===== config.mk =====
export PLATFORM = sky130hd
export DESIGN_NAME = zbus_bridge
export DESIGN_NICKNAME = d
export VERILOG_FILES = /design/src/rtl/zbus_bridge.sv
export SDC_FILE = /design/constraint.sdc
export NUM_CORES = 1
export LEC_CHECK = 0
export ABC_AREA = 1
export CORE_AREA = 10 10 86 81
export CTS_CLUSTER_DIAMETER = 100
export DETAILED_ROUTE_END_ITERATION = 16
export DIE_AREA = 0 0 96 91
export MAX_ROUTING_LAYER = met4
export PLACE_DENSITY = 0.69
export SYNTH_ARGS = -nofsm -noshare
export SYNTH_HDL_FRONTEND = slang
export SYNTH_SLANG_ARGS = --single-unit

===== constraint.sdc =====
create_clock -name fclk -period 1.48 [get_ports fclk]
set_clock_uncertainty 0.15 [all_clocks]
set_input_delay 0.296 -clock fclk [delete_from_list [all_inputs] [get_ports fclk]]
set_output_delay 0.296 -clock fclk [all_outputs]
set_load 0.01 [all_outputs]

===== src/rtl/zbus_bridge.sv =====
// zbus_bridge: ZX-bus to peripheral-bus bridge.
//   Filters the asynchronous Z80 IORQ/RD/WR strobes, and on a clean I/O read or
//   write start runs one timed peripheral cycle (SETUP -> STROBE -> HOLD) on the
//   channel selected by ch_req.
// Ports:
//   fclk, zrst_n                 - system clock, async active-low reset
//   ziorq_n, zrd_n, zwr_n, za    - Z80 I/O strobes and address (async)
//   zd_in / zd_out, zd_oe        - Z80 data in, read latch out, output enable
//   ch_req                       - per-channel address decode from upstream
//   cs_n, baddr                  - one-hot active-low chip selects, peripheral address
//   bd_in / bd_out, bd_oe        - peripheral data in, write latch out, output enable
//   brd_n, bwr_n                 - peripheral read / write strobes
//   busy                         - high while a peripheral cycle is in progress
module zbus_bridge #(
  parameter int NCH       = 2,
  parameter int AW        = 10,
  parameter int FILT      = 3,
  parameter int SETUP_CYC = 1,
  parameter int STB_CYC   = 4,
  parameter int HOLD_CYC  = 1
) (
  input  logic            fclk,
  input  logic            zrst_n,
  input  logic            ziorq_n,
  input  logic            zrd_n,
  input  logic            zwr_n,
  input  logic [AW-1:0]   za,
  input  logic [7:0]      zd_in,
  output logic [7:0]      zd_out,
  output logic            zd_oe,
  input  logic [NCH-1:0]  ch_req,
  output logic [NCH-1:0]  cs_n,
  output logic [AW-1:0]   baddr,
  input  logic [7:0]      bd_in,
  output logic [7:0]      bd_out,
  output logic            bd_oe,
  output logic            brd_n,
  output logic            bwr_n,
  output logic            busy
);

  // Counter wide enough for the largest phase length (STB_CYC up to 15).
  localparam int CW = 4;
  localparam logic [CW-1:0] L_SETUP = CW'((SETUP_CYC > 0) ? SETUP_CYC - 1 : 0);
  localparam logic [CW-1:0] L_STB   = CW'(STB_CYC - 1);
  localparam logic [CW-1:0] L_HOLD  = CW'((HOLD_CYC > 0) ? HOLD_CYC - 1 : 0);

  typedef enum logic [1:0] {S_IDLE, S_SETUP, S_STROBE, S_HOLD} state_t;

  logic [1:0]     r_rst_sync;
  logic           w_rst_n;
  logic [FILT-1:0] r_wr_f, r_rd_f;
  logic           w_wr_s, w_rd_s, w_wr_start, w_rd_start, w_start;
  logic [NCH-1:0] w_ch_low, w_ch_nxt;
  logic           w_dir_nxt, w_lat_rd, w_active_nxt;
  state_t         r_state, w_state_nxt;
  logic [CW-1:0]  r_cnt, w_cnt_nxt;
  logic [NCH-1:0] r_ch, r_cs_n;
  logic           r_dir, r_brd_n, r_bwr_n, r_bd_oe;
  logic [AW-1:0]  r_baddr;
  logic [7:0]     r_bd_out, r_rd_lat;

  // Reset asserts asynchronously but is released on a clock edge so that no
  // flop sees the release near an edge.
  always_ff @(posedge fclk or negedge zrst_n) begin
    if (!zrst_n) r_rst_sync <= '0;
    else         r_rst_sync <= {r_rst_sync[0], 1'b1};
  end
  assign w_rst_n = r_rst_sync[1];

  // Strobe filters: the first stage of each shift register also serves as the
  // synchroniser for the asynchronous Z80 strobes.
  assign w_wr_s = ~(zwr_n | ziorq_n);
  assign w_rd_s = ~(zrd_n | ziorq_n);

  always_ff @(posedge fclk or negedge w_rst_n) begin
    if (!w_rst_n) begin
      r_wr_f <= '0;
      r_rd_f <= '0;
    end else begin
      r_wr_f <= {r_wr_f[FILT-2:0], w_wr_s};
      r_rd_f <= {r_rd_f[FILT-2:0], w_rd_s};
    end
  end

  // A start is a 0 in the oldest sample followed by FILT-1 consecutive 1s, so
  // it fires once per edge and never on a shorter glitch.
  assign w_wr_start = ~r_wr_f[FILT-1] & (&r_wr_f[FILT-2:0]);
  assign w_rd_start = ~r_rd_f[FILT-1] & (&r_rd_f[FILT-2:0]);
  assign w_start    = (w_wr_start | w_rd_start) & (|ch_req) & (r_state == S_IDLE);

  // Isolate the lowest set request bit (two's-complement trick).
  assign w_ch_low = ch_req & (~ch_req + NCH'(1));

  always_ff @(posedge fclk or negedge w_rst_n) begin
    if (!w_rst_n) begin
      r_state <= S_IDLE;
      r_cnt   <= '0;
    end else begin
      r_state <= w_state_nxt;
      r_cnt   <= w_cnt_nxt;
    end
  end

  always_comb begin
    w_state_nxt = r_state;
    w_cnt_nxt   = r_cnt;
    w_lat_rd    = 1'b0;
    case (r_state)
      S_IDLE: begin
        if (w_start) begin
          if (SETUP_CYC > 0) begin
            w_state_nxt = S_SETUP;
            w_cnt_nxt   = L_SETUP;
          end else begin
            w_state_nxt = S_STROBE;
            w_cnt_nxt   = L_STB;
          end
        end
      end
      S_SETUP: begin
        if (r_cnt == '0) begin
          w_state_nxt = S_STROBE;
          w_cnt_nxt   = L_STB;
        end else begin
          w_cnt_nxt   = r_cnt - CW'(1);
        end
      end
      S_STROBE: begin
        if (r_cnt == '0) begin
          // Last strobe cycle: the read data is latched on the edge that
          // raises brd_n.
          w_lat_rd = ~r_dir;
          if (HOLD_CYC > 0) begin
            w_state_nxt = S_HOLD;
            w_cnt_nxt   = L_HOLD;
          end else begin
            w_state_nxt = S_IDLE;
          end
        end else begin
          w_cnt_nxt   = r_cnt - CW'(1);
        end
      end
      S_HOLD: begin
        if (r_cnt == '0) w_state_nxt = S_IDLE;
        else             w_cnt_nxt   = r_cnt - CW'(1);
      end
      default: w_state_nxt = S_IDLE;
    endcase
  end

  // Outputs are decoded from the next state so that they come straight out of
  // flops and change on the same edge as the state.
  assign w_ch_nxt     = w_start ? w_ch_low   : r_ch;
  assign w_dir_nxt    = w_start ? w_wr_start : r_dir;
  assign w_active_nxt = (w_state_nxt != S_IDLE);

  always_ff @(posedge fclk or negedge w_rst_n) begin
    if (!w_rst_n) begin
      r_ch     <= '0;
      r_dir    <= 1'b0;
      r_cs_n   <= '1;
      r_brd_n  <= 1'b1;
      r_bwr_n  <= 1'b1;
      r_bd_oe  <= 1'b0;
      r_baddr  <= '0;
      r_bd_out <= '0;
      r_rd_lat <= '0;
    end else begin
      r_ch    <= w_ch_nxt;
      r_dir   <= w_dir_nxt;
      r_cs_n  <= w_active_nxt ? ~w_ch_nxt : '1;
      r_brd_n <= ~((w_state_nxt == S_STROBE) & ~w_dir_nxt);
      r_bwr_n <= ~((w_state_nxt == S_STROBE) &  w_dir_nxt);
      r_bd_oe <= w_active_nxt & w_dir_nxt;
      if (w_start) begin
        r_baddr <= za;
        if (w_wr_start) r_bd_out <= zd_in;
      end
      if (w_lat_rd) r_rd_lat <= bd_in;
    end
  end

  assign cs_n   = r_cs_n;
  assign brd_n  = r_brd_n;
  assign bwr_n  = r_bwr_n;
  assign bd_oe  = r_bd_oe;
  assign baddr  = r_baddr;
  assign bd_out = r_bd_out;
  assign busy   = (r_state != S_IDLE);
  assign zd_out = r_rd_lat;
  assign zd_oe  = ~ziorq_n & ~zrd_n & (|ch_req);

endmodule


==> results.ini <==
[pwr]
switching_power_uw=1960
swShare_pct=37.1
internal_power_uw=3320
pwr-share-clk_pct=15.2
seqPwrFrac_pct=37.3
combPwrFrac_pct=47.5
power_density_mw_per_mm2=1700
vdd_drop_max_mv=0.699
p_leak_uw=0.00163

[critical_path]
worstPathCellList=nor2_4, inv_2, buf_6
end_kind=output pin
startpoint_type=register
cp-endpoint=busy
r2r-end=brd_n$_DFF_PN1_
rrSetupSlack_ns=0.03
cp_slowest_cell=dfrtp_1
crit_fanout=2
reg2reg_depth=7
slowest_delay_ns=0.41
critPathRequiredTime_ns=1.03
r2r_start=r_cnt[0]$_DFFE_PN0P_
path_class=register to output pin
worstPathArrival_ns=1.02
crit_start=r_state[1]$_DFF_PN0_

[die]
start_util_pct=39.0
die_area_mm2=0.00874
coreArea_mm2=0.00513
pin_count=66
dieWidth_um=96
rows=25
dieHeight_um=91

[timing]
finalMaxSlewViolations=0
fin_crit_sh_pct=98.8
setup_viol=0
hold_viol=0
fin_crit_ns=1.46
max_freq_mhz=684
rsz0062_at_grt=true

[placement]
port_buffers=65
dp_cells=360
place_hpwl_um=3590
place_congestion=0.759
dpl-instance-area_mm2=0.00285

[cells_and_area]
final_cell_mix=87 x nand2_1, 42 x dfrtp_1, 28 x dlygate4sd2_1, 28 x clkdlybuf4s50_1, 23 x nand3_1
design_area_mm2=0.00310
drive_gt1_share_pct=26.0
layout_commonest_cell=nand2_1
ff_latch_area_mm2=0.00121
final_core_util_pct=60.4
fill_cells=461
instances_no_fill=379
diodes=0
multiInputGateArea_um2=797
syn_to_final_growth_pct=54.9
final_nets=345

[detailed_routing]
wirelength_um=4910
drcViolationCount=0
ant_nets=0
wl_per_cell_um=13.0
via_per_inst=4.51
via_count=1708
drtIter0Drc=60
drt_pass1_iterations=4

[clocking]
cts-buffers-inserted=5
numClockSinks=48
clk_pin_slew_worst_paths_ns=0.09
cts_tree=built
root_buffer=clkbuf_8
clock_latency_ns=0.30
cts_max_path_buffers=2
htree_levels=2

[grt]
grt_pass1_vias=1698
grt_overflow=0
antenna_found_initial=0
grt_pass1_wl_um=8250
gr-usage-all-layers_pct=12.1
grt_start_max_net_pins=22

[yosys]
seq_area_frac_synth_pct=60.3
synth_cell_types=23
yosys.area.top_type=dfrtp_1
synth_top_area_share_pct=55.0
yosys-mux-area-fraction_pct=0
ys_warn_count=0
synth_compound_gate_area_share_pct=1.25
syn_inst=214
synthSimpleGateAreaFrac_pct=32.9
syn-num-nets=248
synth.avg_cell_area_um2=9.35
synthAdderAreaFrac_pct=0.625
ys_top_cells_by_area=dfrtp_1 55%, nand2_1 18%, nand3_1 6.5%
synth_top_family_by_area=simple AND/OR/NAND/NOR gates
synth_area_mm2=0.00200
synth-seq-cells=48
synthXorXnorAreaFrac_pct=0.438

[flow_run]
cap_violations=0

[status]
outcome=finished clean

[min_path]
hp-class=register to asynchronous set/reset pin

timing repair:
| item | 4_1_cts | 5_1_grt |
|---|---|---|
| buffers inserted | 2 | 5 |
| endpoints found under the setup margin | 52 | 24 |
| resized for setup | 66 | 27 |
| hold endpoints to repair | 10 | 0 |
| gates cloned | 3 | 0 |
| hold buffers | 2 | 0 |
| pin swaps | 5 | 12 |
layer usage:
metal,global-route usage [%],part of all wire [%],up-vias
met5,-,0,-
met4,3.32,1.1,0
met3,4.12,6.8,6
met2,17.8,47,47
met1,15.4,45,791
li1,-,-,864
sequential cells by signal, indices dropped and copies added, names as in the netlist:
register	cells
bd_out	8
bwr_n	1
r_rst_sync	2
brd_n	1
baddr	10
cs_n	2
r_rd_f	3
bd_oe	1
r_state	2
zd_out	8
r_ch	2
r_cnt	4
r_wr_f	3
r_dir	1
power by group through the flow:
stage	registers (µW)	clock network, µW	logic, µW
2_1_floorplan	2160	0	1080
3_3_place_gp	1990	0	2360
3_5_place_dp	2000	0	2390
4_1_cts	1950	833	2280
5_1_grt	2010	894	2790
6_report	1970	803	2510
worst min path at each step:
stage	start	to	slack (ns)	cells after the start
after floorplan	zrst_n	r_rst_sync[0]$_DFF_PN0_	-0.15	0
after global placement	r_rst_sync[1]$_DFF_PN0_	baddr[4]$_DFFE_PN0N_	-0.02	0
after detailed placement	r_rst_sync[1]$_DFF_PN0_	baddr[7]$_DFFE_PN0N_	-0.02	0
after CTS	r_rst_sync[1]$_DFF_PN0_	r_ch[1]$_DFF_PN0_	0.08	1
after global routing	r_rst_sync[1]$_DFF_PN0_	r_dir$_DFF_PN0_	0.10	1
final	r_rst_sync[1]$_DFF_PN0_	r_ch[1]$_DFF_PN0_	0.07	1
Yosys cell counts, drive strengths merged:
cell and count:
ha 1, nor2 9, o21a 2, buf 3, nand3 27, inv 15
dfstp 4, dfrtp 44, or2 1, nand2 103, a21oi 1, conb 1
o21ai 1, xor2 1, nand4 1
metrics by stage:
step	setup TNS (ns)	hold slack, ns	total power (µW)	worst slack [ns]
finish	0	0.0721	5280	0.0173
global route	-0.189	0.104	5690	-0.0337
CTS	-0.00532	0.0813	5070	-0.00532
detailed placement	-10.18	-0.0179	4390	-0.543
global placement	-9.85	-0.0175	4340	-0.532
floorplan	0	-0.150	3230	0.0251
worst max-delay path, delay by kind of cell, from the launching register on:
kind	cells	cell delay, ns
buffers and inverters	2	0.18
flip-flops	1	0.41
AND/OR/NAND/NOR	1	0.13
area by class of cell:
| cell class | count | area share (%) |
|---|---|---|
| inverter | 15 | 2.06 |
| sequential | 48 | 39.0 |
| timing repair buffer | 91 | 27.3 |
| multi-input combinational | 149 | 25.7 |
| tap | 67 | 2.70 |
| timing repair inverter | 1 | 0.202 |
| clock buffer | 7 | 2.79 |
| clock inverter | 1 | 0.242 |
logic make-up after synthesis:
family / count (synthesis)
compound gates: 4
xor+xnor: 1
fa+ha+maj: 1
buf+inv: 18
flops: 48
other cells: 1
simple gates: 141
Note: power is estimated with default switching activity, not from simulation.
